<file path="src/rtl/wb_arb_pkg.sv">
// rtl/wb_arb_pkg.sv - shared types and constants for wb_port_arbiter
// Contents: arbitration state enum, one-hot grant encodings, timeout counter width,
//           and a helper that maps a state to its grant vector.
package wb_arb_pkg;

  typedef enum logic [1:0] {
    IDLE  = 2'd0,
    OWN_A = 2'd1,
    OWN_B = 2'd2
  } arb_state_e;

  localparam logic [1:0] GRANT_NONE = 2'b00;
  localparam logic [1:0] GRANT_A    = 2'b01;
  localparam logic [1:0] GRANT_B    = 2'b10;

  localparam int TMO_CNT_W = 16;

  function automatic logic [1:0] grant_of(input arb_state_e s);
    case (s)
      OWN_A:   grant_of = GRANT_A;
      OWN_B:   grant_of = GRANT_B;
      default: grant_of = GRANT_NONE;
    endcase
  endfunction

endpackage

</file>
<file path="src/rtl/wb_arb_timeout.sv">
// rtl/wb_arb_timeout.sv - stall counter that flags a bus timeout
// Ports: clk, rst_n (async active-low), stall (owner waiting on ack this cycle),
//        clear (ack seen or ownership changing), expired (count reached TIMEOUT_CYCLES).
module wb_arb_timeout
  import wb_arb_pkg::*;
#(
  parameter int TIMEOUT_CYCLES = 255
) (
  input  logic clk,
  input  logic rst_n,
  input  logic stall,
  input  logic clear,
  output logic expired
);

  localparam logic [TMO_CNT_W-1:0] LIMIT = TMO_CNT_W'(TIMEOUT_CYCLES);

  logic [TMO_CNT_W-1:0] count;

  // The expiry cycle itself restarts the count so a still-stalled owner
  // gets a fresh full window before the next error pulse.
  always_ff @(posedge clk or negedge rst_n) begin
    if (!rst_n) begin
      count <= '0;
    end else if (clear || expired) begin
      count <= '0;
    end else if (stall) begin
      count <= count + TMO_CNT_W'(1);
    end
  end

  assign expired = (count == LIMIT);

endmodule

</file>
<file path="src/rtl/wb_port_arbiter.sv">
// rtl/wb_port_arbiter.sv - two-master Wishbone arbiter in front of wb_openram_wrapper
// Ports: wb_clk_i / wb_rst_n_i (async assert, synchronised release);
//        wbs_a_* port A (management) and wbs_b_* port B (user) slave interfaces;
//        wbm_* single master interface to the RAM wrapper; grant_o one-hot {B,A}.
// Optional: define WB_ARB_TIMEOUT_EN to enable the stall timeout (err pulse to owner).
module wb_port_arbiter
  import wb_arb_pkg::*;
#(
  parameter int TIMEOUT_CYCLES = 255
) (
  input  logic        wb_clk_i,
  input  logic        wb_rst_n_i,
  input  logic        wbs_a_cyc_i,
  input  logic        wbs_a_stb_i,
  input  logic        wbs_a_we_i,
  input  logic [3:0]  wbs_a_sel_i,
  input  logic [31:0] wbs_a_adr_i,
  input  logic [31:0] wbs_a_dat_i,
  output logic        wbs_a_ack_o,
  output logic        wbs_a_err_o,
  output logic [31:0] wbs_a_dat_o,
  input  logic        wbs_b_cyc_i,
  input  logic        wbs_b_stb_i,
  input  logic        wbs_b_we_i,
  input  logic [3:0]  wbs_b_sel_i,
  input  logic [31:0] wbs_b_adr_i,
  input  logic [31:0] wbs_b_dat_i,
  output logic        wbs_b_ack_o,
  output logic        wbs_b_err_o,
  output logic [31:0] wbs_b_dat_o,
  output logic        wbm_cyc_o,
  output logic        wbm_stb_o,
  output logic        wbm_we_o,
  output logic [3:0]  wbm_sel_o,
  output logic [31:0] wbm_adr_o,
  output logic [31:0] wbm_dat_o,
  input  logic        wbm_ack_i,
  input  logic [31:0] wbm_dat_i,
  output logic [1:0]  grant_o
);

  if (TIMEOUT_CYCLES < 2 || TIMEOUT_CYCLES > 65535) begin : g_bad_timeout
    $error("TIMEOUT_CYCLES must be in 2..65535");
  end

  // Release-side synchroniser: this flop plus the state register form the
  // two stages, so the first grant can land on the 2nd edge after release.
  logic rst_meta;
  always_ff @(posedge wb_clk_i or negedge wb_rst_n_i) begin
    if (!wb_rst_n_i) rst_meta <= 1'b0;
    else             rst_meta <= 1'b1;
  end

  arb_state_e state, state_next;
  logic       last_owner, last_owner_next;  // 1 = port B had the bus last
  logic       req_a, req_b, own_a, own_b, tmo;

  assign req_a = wbs_a_cyc_i & wbs_a_stb_i;
  assign req_b = wbs_b_cyc_i & wbs_b_stb_i;
  assign own_a = (state == OWN_A);
  assign own_b = (state == OWN_B);

  always_ff @(posedge wb_clk_i or negedge wb_rst_n_i) begin
    if (!wb_rst_n_i) begin
      state      <= IDLE;
      last_owner <= 1'b1;
    end else begin
      state      <= state_next;
      last_owner <= last_owner_next;
    end
  end

  always_comb begin
    state_next      = state;
    last_owner_next = last_owner;
    case (state)
      IDLE: begin
        if (rst_meta) begin
          if (req_a && req_b) state_next = last_owner ? OWN_A : OWN_B;
          else if (req_a)     state_next = OWN_A;
          else if (req_b)     state_next = OWN_B;
        end
      end
      OWN_A: begin
        if (!wbs_a_cyc_i) begin
          state_next      = IDLE;
          last_owner_next = 1'b0;
        end
      end
      OWN_B: begin
        if (!wbs_b_cyc_i) begin
          state_next      = IDLE;
          last_owner_next = 1'b1;
        end
      end
      default: state_next = IDLE;
    endcase
  end

  // Request path is a pure mux of the owner's inputs; stb is qualified by
  // cyc so a master abandoning a cycle also drops the strobe immediately.
  always_comb begin
    wbm_cyc_o = 1'b0;
    wbm_stb_o = 1'b0;
    wbm_we_o  = 1'b0;
    wbm_sel_o = '0;
    wbm_adr_o = '0;
    wbm_dat_o = '0;
    if (own_a) begin
      wbm_cyc_o = wbs_a_cyc_i & ~tmo;
      wbm_stb_o = wbs_a_cyc_i & wbs_a_stb_i & ~tmo;
      wbm_we_o  = wbs_a_we_i;
      wbm_sel_o = wbs_a_sel_i;
      wbm_adr_o = wbs_a_adr_i;
      wbm_dat_o = wbs_a_dat_i;
    end else if (own_b) begin
      wbm_cyc_o = wbs_b_cyc_i & ~tmo;
      wbm_stb_o = wbs_b_cyc_i & wbs_b_stb_i & ~tmo;
      wbm_we_o  = wbs_b_we_i;
      wbm_sel_o = wbs_b_sel_i;
      wbm_adr_o = wbs_b_adr_i;
      wbm_dat_o = wbs_b_dat_i;
    end
  end

  // Gating ack with wbm_cyc_o discards a slave ack that arrives after the
  // owner has abandoned the cycle (or during a forced timeout cycle).
  assign wbs_a_ack_o = own_a & wbm_cyc_o & wbm_ack_i;
  assign wbs_b_ack_o = own_b & wbm_cyc_o & wbm_ack_i;
  assign wbs_a_dat_o = own_a ? wbm_dat_i : '0;
  assign wbs_b_dat_o = own_b ? wbm_dat_i : '0;
  assign wbs_a_err_o = own_a & tmo;
  assign wbs_b_err_o = own_b & tmo;
  assign grant_o     = grant_of(state);

`ifdef WB_ARB_TIMEOUT_EN
  logic tmo_stall, tmo_clear;

  assign tmo_stall = (state != IDLE) & wbm_stb_o & ~wbm_ack_i;
  assign tmo_clear = ((state != IDLE) & wbm_ack_i) | (state_next != state);

  wb_arb_timeout #(
    .TIMEOUT_CYCLES(TIMEOUT_CYCLES)
  ) u_timeout (
    .clk     (wb_clk_i),
    .rst_n   (wb_rst_n_i),
    .stall   (tmo_stall),
    .clear   (tmo_clear),
    .expired (tmo)
  );
`else
  assign tmo = 1'b0;
`endif

endmodule
</file>
<file path="config.mk">
export PLATFORM = sky130hd
export DESIGN_NAME = wb_port_arbiter
export DESIGN_NICKNAME = d
export VERILOG_FILES = /design/src/rtl/wb_arb_pkg.sv /design/src/rtl/wb_arb_timeout.sv /design/src/rtl/wb_port_arbiter.sv
export SDC_FILE = /design/constraint.sdc
export NUM_CORES = 1
export LEC_CHECK = 0
export CORE_AREA = 3 3 121 123
export CTS_CLUSTER_DIAMETER = 30
export CTS_CLUSTER_SIZE = 10
export DETAILED_ROUTE_END_ITERATION = 12
export DIE_AREA = 0 0 124 126
export MAX_ROUTING_LAYER = met4
export PLACE_DENSITY = 0.58
export SKIP_LAST_GASP = 1
export SYNTH_ARGS = -nofsm -noshare
export SYNTH_HDL_FRONTEND = slang
export SYNTH_SLANG_ARGS = --single-unit
export TNS_END_PERCENT = 30
</file>
<file path="constraint.sdc">
create_clock -name wb_clk_i -period 3.2 [get_ports wb_clk_i]
set_input_delay 0.32 -clock wb_clk_i [delete_from_list [all_inputs] [get_ports wb_clk_i]]
set_output_delay 0.32 -clock wb_clk_i [all_outputs]
set_load 0.005 [all_outputs]
</file>
==> implementation parameters, run 1 <==
Parameter                              Value

Clock network
  Sinks on the clock net    4
  Clock latency reported for the late side of the worst-skew pair    0.22 ns
  Clock root cell    sky130_fd_sc_hd__clkbuf_16
  Number of buffers inserted by hold repair at cts    0
  Clock-pin slew of the registers on the worst-case setup and hold paths    approximately 0.03 ns
  Total CTS buffers    3
  Clock buffer depth    2
  Post-CTS setup buffers    0
  Number of instances resized during post-cts repair    0
  Clock tree from TritonCTS    built
  CTS H-tree lvls    1

Power
  Highest ir drop seen on vdd    between 0.0003 and 0.0004 V
  Total power density per cell area    between 200 and 250 nW/um^2
  Standby leakage power    1.77 nW
  PnR Total Power    roughly 0.97 mW

Worst hold path
  Hold WC Path Type    input pin to async pin

Die
  Die height    between 100 and 150 um
  FP Rows    between 40 and 50
  Placeable Area    about 14000 sq um
  Chip width    about 120 um
  Effective utilization at floorplan    0.103
  Total Die Area    roughly 16000 sq um
  Number of top-level pins    approximately 320

Finish
  Number of inserted filler cells in the final layout    1419
  NumNets Final    660
  Leading cell type in the layout, fill and taps excluded    sky130_fd_sc_hd__clkdlybuf4s50_1
  Share of layout cells above drive strength 1    0.0207
  Multi-input combinational cell area    1150 sq um
  Core utilization of the finished layout    0.344
  Commonest non-fill, non-tap cells in the layout    sky130_fd_sc_hd__clkdlybuf4s50_1 (315), sky130_fd_sc_hd__a22o_1 (70), sky130_fd_sc_hd__and2_1 (64)
  Sequential standard cell area    roughly 100 sq um
  Growth of design area from synthesis to finish    233%
  Final non-filler cell area    about 4700 sq um
  Ant diodes    0

Setup path
  Critical Path Source Type    flip-flop
  Arrival time at the worst endpoint    approximately 2.3 ns
  Worst setup path class    flip-flop to output port
  Highest fanout seen on the critical path    62
  Terminus of the critical flop-to-flop path    state[0]
  Worst-case reg-to-reg path depth    2
  Data required time at the worst endpoint    between 2 and 3 ns
  Reg2reg setup slack    approximately 2.2 ns
  Reg2reg start    state[0]
  CP Capture Type    output port

Timing
  Total negative slack    0 ns
  Setup repair after global routing missed its margin    no
  Pins over their slew limit    0
  Final critical-path setup slack    roughly 0.59 ns
  Period utilisation layout    0.816
  Setup-violating endpoint count in the final report    0
  Slew @ Worst Pin    0.638 ns
  Largest clock skew in the final design    0.00174 ns
  Endpoints failing hold    0
  Time the final worst path needs with I/O delays and setup    approximately 2.6 ns
  Max transition margin    0.574
  Fmax achieved    383 MHz

Yosys
  Register area share after synthesis    0.0712
  Post-Synthesis Mean Instance Area    approximately 8 sq um
  Post-synthesis instance area    around 1400 sq um
  Distinct cells, synth    22
  YS warnings    0
  Cell count after synthesis    between 150 and 200
  Post-synthesis sequential element count    4

Detailed routing
  Routed WL per cell    17.1 um
  DRC viols    0
  Initial detailed-routing violation count    ~100
  Vias per cell    ~3.9
  Via count of the routed design    about 2600
  Wire length reported by the detailed router    11300 um
  Detail Route Antenna Nets    0
  Number of iterations in the first detailed-routing pass    4

GRT
  Pin count of the biggest net entering global routing    63
  Initial antenna violation count    0
  Global router's overall resource usage    0.127
  First-pass GRT wire length    between 15000 and 20000 um
  Vias in the first global route    roughly 2500
  GR Overflow Total    0

Place
  Post-detailed-placement half-perimeter wirelength    between 9000 and 10000 um
  Pre-CTS setup slack    0.822 ns
  Instance area at placement    about 4700 sq um
  Count of buffers from port buffering    roughly 320
  Final GP Congestion    about 0.92

Status
  Run status    finished, final reports clean

Run
  Reported max-cap violation count    0
synthesized netlist by cell type:
cell type,count,share of area
sky130_fd_sc_hd__a22o_1,70,0.43
sky130_fd_sc_hd__and2_1,64,0.28
sky130_fd_sc_hd__buf_2,10,0.035
sky130_fd_sc_hd__buf_4,6,0.032
sky130_fd_sc_hd__buf_6,6,0.047
sky130_fd_sc_hd__and3_1,3,0.013
sky130_fd_sc_hd__clkbuf_1,3,0.0079
sky130_fd_sc_hd__dfrtp_1,3,0.053
sky130_fd_sc_hd__o21ai_0,3,0.011
sky130_fd_sc_hd__conb_1,2,0.0053
sky130_fd_sc_hd__nand4b_1,2,0.012
sky130_fd_sc_hd__a21oi_1,1,0.0035
sky130_fd_sc_hd__and2b_1,1,0.0053
sky130_fd_sc_hd__dfstp_2,1,0.018
sky130_fd_sc_hd__nand2_1,1,0.0026
sky130_fd_sc_hd__nand2b_1,1,0.0044
sky130_fd_sc_hd__nand3_1,1,0.0035
sky130_fd_sc_hd__nand3b_1,1,0.0053
sky130_fd_sc_hd__nor2b_4,1,0.0097
sky130_fd_sc_hd__nor4b_1,1,0.0062
sky130_fd_sc_hd__nor4bb_1,1,0.0070
sky130_fd_sc_hd__o21bai_1,1,0.0053
power breakdown:
| group | switching [mW] | leakage, nW | internal (mW) | total (mW) |
|---|---|---|---|---|
| Sequential | 0.0100 | 0.0489 | 0.0620 | 0.0720 |
| Clock | 0.0348 | 0.0382 | 0.165 | 0.199 |
| Combinational | 0.215 | 1.69 | 0.488 | 0.703 |
| Total | 0.260 | 1.77 | 0.715 | 0.975 |
state kept, by name, indices dropped and copies added (netlist names):
signal / cells
last_owner: 1
state: 2
rst_meta: 1
logic make-up after synthesis:
family / Yosys count / synth area share
DFF: 4 / 0.0712
AOI/OAI and AO/OA: 75 / 0.450
other: 2 / 0.00528
buffers and inverters: 25 / 0.122
and+or+nand+nor: 77 / 0.351
worst max-delay path by stage:
stage | from | end | slack (ns) | cells past startpoint
2_1_floorplan | state[1] | wbm_adr_o[16] | 1.74 | 4
3_3_place_gp | state[0] | wbm_adr_o[29] | 0.87 | 4
3_5_place_dp | state[0] | wbm_adr_o[29] | 0.82 | 4
4_1_cts | state[0] | wbm_adr_o[29] | 0.58 | 4
5_1_grt | state[0] | wbm_adr_o[29] | 0.48 | 4
6_report | state[0] | wbm_adr_o[29] | 0.59 | 4
stage by stage:
step	cells	hold slack (ns)
floorplan	184	0.0244
detailed placement	658	0.538
finish	662	0.300
global placement	658	0.527
global route	662	0.305
CTS	662	0.301
critical path, cell delays in order, from the launching register on:
cell,delay (ns)
sky130_fd_sc_hd__dfrtp_1,0.46
sky130_fd_sc_hd__and2b_2,0.26
sky130_fd_sc_hd__buf_4,0.50
sky130_fd_sc_hd__a22o_1,0.29
sky130_fd_sc_hd__clkdlybuf4s50_1,0.51
layer usage:
layer | wire length (um) | vias up | GRT usage
met4 | 25 | 0 | 0.00966
met1 | 4250 | 1177 | 0.143
met3 | 825 | 4 | 0.0130
li1 | - | 1278 | -
met5 | 0 | - | -
met2 | 6190 | 148 | 0.249
cell type report:
| class | instances | area share |
|---|---|---|
| Timing Repair Buffer | 319 | 0.671 |
| Multi-Input combinational cell | 155 | 0.243 |
| Tap cell | 180 | 0.0475 |
| Sequential cell | 4 | 0.0214 |
| Clock buffer | 4 | 0.0166 |
Power figures use the tool's default switching activity.
==> run 2, diff against run 1 <==
- CORE_AREA: 3 3 121 123 -> 3 3 124 126
- DIE_AREA: 0 0 124 126 -> 0 0 127 129
- clock period: 3.2 -> 2.36 ns (I/O delays scaled with it)
==> implementation parameters, run 2 (synthesis gave the netlist of run 1 again) <==
Parameter                              Value

Status
  Run status    finished, final reports clean

Setup path
  Arrival time at the worst endpoint    approximately 2.0 ns
  Highest fanout seen on the critical path    31
  Critical Path Source Type    flip-flop
  Worst setup path class    flip-flop to output port
  Data required time at the worst endpoint    around 2.1 ns
  CP Capture Type    output port

Clock network
  Post-CTS setup buffers    0
  Clock latency reported for the late side of the worst-skew pair    0.22 ns
  Clock tree from TritonCTS    built
  Clock-pin slew of the registers on the worst-case setup and hold paths    roughly 0.030 ns
  CTS H-tree lvls    1
  Clock root cell    sky130_fd_sc_hd__clkbuf_16
  Clock buffer depth    2
  Total CTS buffers    3
  Number of buffers inserted by hold repair at cts    0
  Sinks on the clock net    4
  Number of instances resized during post-cts repair    0

Worst hold path
  Hold WC Path Type    input pin to async pin

Detailed routing
  Vias per cell    about 4.1
  Initial detailed-routing violation count    75
  Detail Route Antenna Nets    0
  Routed WL per cell    between 15 and 20 um
  Via count of the routed design    approximately 2700
  Wire length reported by the detailed router    about 11000 um
  Number of iterations in the first detailed-routing pass    4
  DRC viols    0

Die
  Total Die Area    16400 sq um
  Number of top-level pins    about 320
  Chip width    roughly 130 um
  Die height    129 um
  Placeable Area    roughly 14000 sq um
  FP Rows    44
  Effective utilization at floorplan    0.0986

Power
  Highest ir drop seen on vdd    roughly 0.00045 V
  Standby leakage power    roughly 1.8 nW
  Total power density per cell area    around 280 nW/um^2

Timing
  Largest clock skew in the final design    a little over 0.001 ns
  Pins over their slew limit    0
  Endpoints failing hold    0
  Final critical-path setup slack    approximately 0.10 ns
  Time the final worst path needs with I/O delays and setup    between 2 and 2.5 ns
  Setup-violating endpoint count in the final report    0
  Fmax achieved    about 440 MHz
  Setup repair after global routing missed its margin    yes
  Period utilisation layout    0.957

Finish
  Number of inserted filler cells in the final layout    between 1500 and 2000
  Leading cell type in the layout, fill and taps excluded    sky130_fd_sc_hd__clkdlybuf4s50_1
  Final non-filler cell area    just under 5000 sq um
  Register ranked first by flip-flop count    state
  NumNets Final    661
  Share of layout cells above drive strength 1    0.0228
  Max FFs per register    2
  Commonest non-fill, non-tap cells in the layout    sky130_fd_sc_hd__clkdlybuf4s50_1 (315), sky130_fd_sc_hd__a22o_1 (70), sky130_fd_sc_hd__and2_1 (64)
  Growth of design area from synthesis to finish    239%
  Top Registers    state x2, last_owner x1, rst_meta x1

GRT
  Pin count of the biggest net entering global routing    62
  Global router's overall resource usage    0.120
  GR Overflow Total    0
  First-pass GRT wire length    15300 um
  Initial antenna violation count    2
  Vias in the first global route    ~2700

Place
  Count of buffers from port buffering    between 300 and 400
  Pre-CTS setup slack    0.298 ns
  Final GP Congestion    ~0.90
  Instance area at placement    between 4000 and 5000 sq um
  Post-detailed-placement half-perimeter wirelength    ~9400 um

Run
  Reported max-cap violation count    0
[run 2: changes by cell type in the layout (fill, tap and decap cells not counted), sizes merged]
cell / delta
clkbuf: +1
diode: +2
[run 2: final cells by class]
| cell class | instances | area [sq um] | share of cell area |
|---|---|---|---|
| Clock buffer | 4 | 78.8 | 0.0164 |
| Antenna cell | 2 | 5.00 | 0.00104 |
| Tap cell | 184 | 230 | 0.0478 |
| Timing Repair Buffer | 320 | 3250 | 0.675 |
| Sequential cell | 4 | 101 | 0.0210 |
| Multi-Input combinational cell | 155 | 1150 | 0.239 |
[run 2: per-stage QoR]
stage / total power [mW] / TNS, ns / hold WS (ns) / cells / util
final: 1.35 / 0 / 0.215 / 669 / 0.334
after global routing: 1.43 / -0.00218 / 0.228 / 669 / 0.334
after CTS: 1.36 / 0 / 0.216 / 666 / 0.332
after detailed placement: 1.07 / 0 / 0.452 / 662 / 0.326
after global placement: 1.07 / 0 / 0.451 / 662 / 0.326
after floorplan: 0.394 / 0 / -0.0596 / 184 / -
[run 2: worst max-delay path, cell delays in order (launching register included)]
cell	delay, ns
sky130_fd_sc_hd__dfrtp_1	0.47
sky130_fd_sc_hd__and2b_2	0.36
sky130_fd_sc_hd__buf_12	0.21
sky130_fd_sc_hd__a22o_1	0.20
sky130_fd_sc_hd__clkdlybuf4s50_1	0.53
[run 2: final timing paths]
| kind | cells past startpoint | to | slack [ns] | from |
|---|---|---|---|---|
| min in group wb_clk_i | 1 | last_owner | 0.58 | last_owner |
| hold reg to reg | 1 | last_owner | 0.58 | last_owner |
| hold / removal | 1 | state[1] | 0.22 | wb_rst_n_i |
| setup / recovery | 4 | wbm_dat_o[19] | 0.10 | state[0] |
| setup reg to reg | 2 | state[0] | 1.35 | state[0] |
| max in group asynchronous | 1 | last_owner | 1.91 | wb_rst_n_i |
[run 2: power breakdown]
part | switching [mW] | leakage [nW] | internal [mW]
logic | 0.299 | 1.71 | 0.683
registers | 0.0142 | 0.0489 | 0.0842
clock network | 0.0496 | 0.0382 | 0.223
total | 0.363 | 1.79 | 0.990
[run 2: per-layer routing]
layer | share of wire | up-vias | track usage
li1 | - | 1286 | -
met1 | 0.37 | 1259 | 0.129
met2 | 0.54 | 176 | 0.227
met3 | 0.081 | 6 | 0.0278
met4 | 0.010 | 0 | 0.0240
met5 | 0 | - | -
